--- src/rtl/uart_pkg.sv ---
// Shared UART definitions: receiver state encoding, default framing constants, parity helper.
// UART_RX_PARITY_EN adds the PARITY state to the receiver encoding.
package uart_pkg;

    localparam int UART_CLKS_PER_BIT = 16;
    localparam int UART_DATA_BITS    = 8;

    typedef enum logic [2:0] {
        ST_IDLE      = 3'd0,
        ST_START     = 3'd1,
        ST_DATA      = 3'd2,
`ifdef UART_RX_PARITY_EN
        ST_PARITY    = 3'd3,
`endif
        ST_STOP      = 3'd4,
        ST_WAIT_IDLE = 3'd5
    } rx_state_e;

    // Even parity over up to 16 data bits; narrower words are zero-extended by the caller.
    function automatic logic uart_parity(input logic [15:0] d);
        return ^d;
    endfunction

endpackage

--- src/rtl/uart_rx_sync.sv ---
// Two-flop synchronizer for an asynchronous level input; q_o lags d_i by 2 clocks.
// Reset loads RST_VAL so an idle-high line never shows a spurious edge.
module uart_rx_sync #(
    parameter logic RST_VAL = 1'b1
) (
    input  logic clk,
    input  logic rst,
    input  logic d_i,
    output logic q_o
);
    logic [1:0] sync_q;

    always_ff @(posedge clk) begin
        if (rst) begin
            sync_q <= {2{RST_VAL}};
        end else begin
            sync_q <= {sync_q[0], d_i};
        end
    end

    assign q_o = sync_q[1];

endmodule

--- src/rtl/uart_rx.sv ---
// 8N1 UART receiver (LSB first, idle high), data sampled mid-bit, one-cycle result strobes.
// Optional even parity bit after the data when UART_RX_PARITY_EN is defined.
module uart_rx
    import uart_pkg::*;
#(
    parameter int CLKS_PER_BIT = UART_CLKS_PER_BIT,
    parameter int DATA_BITS    = UART_DATA_BITS
) (
    input  logic                 clk,
    input  logic                 rst,
    input  logic                 rx,
    output logic [DATA_BITS-1:0] data_out,
    output logic                 data_valid,
    output logic                 busy,
    output logic                 frame_err,
    output logic                 parity_err
);
    localparam int CNTW = $clog2(CLKS_PER_BIT);
    localparam int IDXW = (DATA_BITS > 1) ? $clog2(DATA_BITS) : 1;
    localparam logic [CNTW-1:0] HALF_M1  = CNTW'(CLKS_PER_BIT / 2 - 1);
    localparam logic [CNTW-1:0] FULL_M1  = CNTW'(CLKS_PER_BIT - 1);
    localparam logic [IDXW-1:0] LAST_IDX = IDXW'(DATA_BITS - 1);

    logic                 rx_s;
    logic                 rx_prev_q;
    logic [1:0]           settle_q;
    logic                 start_edge;
    rx_state_e            state_q;
    logic [CNTW-1:0]      clk_cnt_q;
    logic [IDXW-1:0]      bit_idx_q;
    logic [DATA_BITS-1:0] shift_q;
    logic [DATA_BITS-1:0] data_q;
    logic                 valid_q;
    logic                 busy_q;
    logic                 ferr_q;
`ifdef UART_RX_PARITY_EN
    logic                 perr_q;
    logic                 par_bad_q;
`endif

    uart_rx_sync #(.RST_VAL(1'b1)) u_sync (
        .clk (clk),
        .rst (rst),
        .d_i (rx),
        .q_o (rx_s)
    );

    // The synchronizer holds its reset value for two clocks; rx_prev_q ignores that window so a
    // line already low at reset release needs a real high-then-low before a frame starts.
    assign start_edge = rx_prev_q & ~rx_s;

    always_ff @(posedge clk) begin
        if (rst) begin
            settle_q  <= '0;
            rx_prev_q <= 1'b0;
            state_q   <= ST_IDLE;
            clk_cnt_q <= '0;
            bit_idx_q <= '0;
            shift_q   <= '0;
            data_q    <= '0;
            valid_q   <= 1'b0;
            busy_q    <= 1'b0;
            ferr_q    <= 1'b0;
`ifdef UART_RX_PARITY_EN
            perr_q    <= 1'b0;
            par_bad_q <= 1'b0;
`endif
        end else begin
            settle_q  <= {settle_q[0], 1'b1};
            rx_prev_q <= rx_s & settle_q[1];
            valid_q   <= 1'b0;
            ferr_q    <= 1'b0;
`ifdef UART_RX_PARITY_EN
            perr_q    <= 1'b0;
`endif
            case (state_q)
                ST_IDLE: begin
                    if (start_edge) begin
                        state_q   <= ST_START;
                        clk_cnt_q <= '0;
                        busy_q    <= 1'b1;
                    end
                end
                ST_START: begin
                    if (clk_cnt_q == HALF_M1) begin
                        clk_cnt_q <= '0;
                        bit_idx_q <= '0;
                        if (!rx_s) begin
                            state_q <= ST_DATA;
                        end else begin
                            state_q <= ST_IDLE;
                            busy_q  <= 1'b0;
                        end
                    end else begin
                        clk_cnt_q <= clk_cnt_q + 1'b1;
                    end
                end
                ST_DATA: begin
                    if (clk_cnt_q == FULL_M1) begin
                        clk_cnt_q          <= '0;
                        shift_q[bit_idx_q] <= rx_s;
                        bit_idx_q          <= bit_idx_q + 1'b1;
                        if (bit_idx_q == LAST_IDX) begin
`ifdef UART_RX_PARITY_EN
                            state_q <= ST_PARITY;
`else
                            state_q <= ST_STOP;
`endif
                        end
                    end else begin
                        clk_cnt_q <= clk_cnt_q + 1'b1;
                    end
                end
`ifdef UART_RX_PARITY_EN
                ST_PARITY: begin
                    if (clk_cnt_q == FULL_M1) begin
                        clk_cnt_q <= '0;
                        par_bad_q <= rx_s ^ uart_parity(16'(shift_q));
                        state_q   <= ST_STOP;
                    end else begin
                        clk_cnt_q <= clk_cnt_q + 1'b1;
                    end
                end
`endif
                ST_STOP: begin
                    if (clk_cnt_q == FULL_M1) begin
                        clk_cnt_q <= '0;
                        if (!rx_s) begin
                            ferr_q  <= 1'b1;
                            state_q <= ST_WAIT_IDLE;
`ifdef UART_RX_PARITY_EN
                        end else if (par_bad_q) begin
                            perr_q  <= 1'b1;
                            state_q <= ST_IDLE;
                            busy_q  <= 1'b0;
`endif
                        end else begin
                            data_q  <= shift_q;
                            valid_q <= 1'b1;
                            state_q <= ST_IDLE;
                            busy_q  <= 1'b0;
                        end
                    end else begin
                        clk_cnt_q <= clk_cnt_q + 1'b1;
                    end
                end
                ST_WAIT_IDLE: begin
                    if (rx_s) begin
                        state_q <= ST_IDLE;
                        busy_q  <= 1'b0;
                    end
                end
                default: begin
                    state_q <= ST_IDLE;
                    busy_q  <= 1'b0;
                end
            endcase
        end
    end

    assign data_out   = data_q;
    assign data_valid = valid_q;
    assign busy       = busy_q;
    assign frame_err  = ferr_q;
`ifdef UART_RX_PARITY_EN
    assign parity_err = perr_q;
`else
    assign parity_err = 1'b0;
`endif

endmodule

--- config.mk ---
export PLATFORM = sky130hd
export DESIGN_NAME = uart_rx
export DESIGN_NICKNAME = d
export VERILOG_FILES = /design/src/rtl/uart_pkg.sv /design/src/rtl/uart_rx_sync.sv /design/src/rtl/uart_rx.sv
export SDC_FILE = /design/constraint.sdc
export NUM_CORES = 1
export LEC_CHECK = 0
export CORE_ASPECT_RATIO = 1.4
export CORE_MARGIN = 4
export CORE_UTILIZATION = 56
export DETAILED_ROUTE_END_ITERATION = 10
export PLACE_DENSITY_LB_ADDON = 0.05
export SYNTH_ARGS = -nofsm -noshare
export SYNTH_HDL_FRONTEND = slang
export SYNTH_SLANG_ARGS = --single-unit
--- constraint.sdc ---
create_clock -name clk -period 2.1 [get_ports clk]
set_input_delay 0.42 -clock clk [delete_from_list [all_inputs] [get_ports clk]]
set_output_delay 0.42 -clock clk [all_outputs]
set_load 0.01 [all_outputs]
==> reports/metrics.csv <==
metric;value;unit
status;finished, final reports clean;
I/O pins;15;
post-route DRC violation count;0;
hold-fix buffers at CTS;0;
slew margin rel.;57.0;%
Die ar.;3850;sq um
final WL;3.03;mm
DR WL/cell;13.8;um
global-route wire length before repair;5.52;mm
DR vias/cell;5.68;
Most used DFF post-synth;dfxtp_1;
WHS Endpoint;u_sync.sync_q[1];
worst setup margin;0.396;ns
crit path cell chain;nor2_1 > o21ai_0 > nand2_1 > a211oi_1;
R2R Path End;state_q[2];
starting DRC count in detailed routing;25;
Synth Instances;173;
FF-to-FF path depth;4;
total design power;0.00103;W
register area share after synthesis;41.8;%
worst clock skew;0.00941;ns
post-placement cell area;1760;sq um
Core Area;2700;sq um
slack of the worst reg-to-reg path;0.40;ns
commonest cells after routing, fill and taps aside;dfxtp_1, nor2_1, mux2i_1;
total grt overflow;0;
setup TNS;0;ns
Synth-to-Final Area Change;11.4;%
RSZ-0062 raised after global routing;no;
cts bufs inserted;5;
drt pass-1 iters;4;
actual slew at the worst max-slew pin;0.644;ns
TritonCTS clock tree;built;
RR Startpoint;state_q[2];
number of synthesized flops with an enable pin;0;
Ys Warns;0;
Setup CP Type;reg -> reg;
H-tree depth;2;
n_diodes;0;
CTS Sinks;34;
maximum achievable frequency;587;MHz
initial antenna violation count;0;
Worst Hold Class;reg -> reg;
max-cap viol count;0;
Tot GR Track Use;19.1;%
Worst Setup Start Kind;register;
Die H;71.8;um
DPL Wire Length;2.24;mm
Worst path max stage delay;0.74;ns
I/O Buffers;13;
buffers inserted during post-CTS setup optimization;0;
synthesized area;1630;sq um
Clock transition at path regs;0.10;ns
clock buffer depth;2;
worst-skew pair later-pin latency;0.32;ns
Async S/R FF share, synth;0;%
hold wc startpoint;u_sync.sync_q[0];
final hold slack;0.424;ns
PostCTS Resize Cnt;0;
final period utilization;81.1;%
power density over the cells;567;nW/um^2
syn_nets;179;
Setup crit end kind;register;
Initial Util;60.4;%
Worst path slowest cell;dfxtp_1;
largest net degree at the start of global routing;18;
layout cells sized above 1;11.5;%
peak supply drop;0.000477;V
Layout Nets;190;
Setup Viol. Count Final;0;
critical path arrival;1.94;ns
chip width;53.6;um
num rows;22;
commonest non-fill, non-tap cell in the layout;dfxtp_1;
critical path fanouts, max;17;
Synth Register Bits;34;
Final Instance Area;1810;sq um
clock period minus worst slack;1.70;ns
gpl congestion;0.774;
WHS Path Cells;1;
final hold vios;0;
Root Driver;clkbuf_4;
dpl ws;0.417;ns
P_leak;0.752;nW
dominant cells by area after synthesis;dfxtp_1, mux2i_1, nor2_1;
Slew Limit Fails;0;
Final ANT Viol Nets;0;
syn_area_per_cell;9.42;sq um
vias in the first global route;1206;
leading area contributor after synthesis;dfxtp_1;
Yosys cell types;42;
vias;1244;
CP required;2.34;ns
Synth top area share;41.8;%
## where the power goes
group / internal [W] / switching, W
registers: 0.000650 / 0.00000439
clock network: 0.000151 / 0.000193
logic: 0.0000134 / 0.0000181
total: 0.000814 / 0.000215
## logic make-up (layout without fill, tap and decap cells)
group	Yosys count	after routing	share of synthesized area (%)
simple gates	76	76	28.6
compound gates	24	24	9.98
other cells	1	1	0.230
xor+xnor	1	1	0.538
fa+ha+maj	4	4	2.92
flops	34	34	41.8
mux	18	18	11.1
buf+inv	15	25	4.84
## sequential cells by signal (all words and copies together), names as in the netlist, 2 cells and up
signal / flops
settle_q: 2
data_out: 8
clk_cnt_q: 4
bit_idx_q: 3
u_sync.sync_q: 2
state_q: 3
shift_q: 8
## synthesized netlist by cell type (2+ instances only)
master    instances
dfxtp_1          34
nor2_1           24
mux2i_1          18
nand2_1           8
a21oi_1           7
nand3_1           7
clkbuf_1          6
nand4_1           5
a31oi_1           4
nand2b_1          4
nor2b_1           4
o21ai_0           4
a211oi_1          3
buf_2             3
buf_4             3
ha_1              3
nor3b_1           3
a21o_1            2
and3_1            2
inv_1             2
nand3b_1          2
nand4b_1          2
nor3_1            2
nor4b_4           2
or2_2             2
## critical path: cells and delay by family (launching register included)
family	cells	cell delay [ns]
compound gates	2	0.59
flops	1	0.74
simple gates	2	0.28
## layout make-up
cell class,instances,area (sq um)
clock buffer,6,51.3
fill,254,883
inverter,2,7.51
multi-input combinational,124,870
sequential,34,681
tap,36,45.0
timing repair buffer,17,160
## metrics by stage
stage | cells | util (%)
after global routing | 219 | 67.3
after detailed placement | 213 | 65.4
after floorplan | 173 | -
final | 219 | 67.3
after CTS | 219 | 67.3
after global placement | 213 | 65.4
## layer usage
layer	track usage [%]	vias to the layer above	share of wire (%)
li1	-	626	-
met4	7.67	0	1.3
met3	5.82	6	3.3
met5	0	-	0
met1	22.9	585	44
met2	31.0	27	51
## worst max path at each step
stage	to	cells after the start	start	slack, ns
finish	state_q[2]	4	state_q[2]	0.40
CTS	busy	1	busy	0.40
detailed placement	state_q[2]	4	state_q[2]	0.42
floorplan	shift_q[0]	5	clk_cnt_q[0]	0.65
global placement	data_out[0]	5	clk_cnt_q[0]	0.47
global route	state_q[2]	4	state_q[2]	0.23
(Power assumes the default switching activity.)
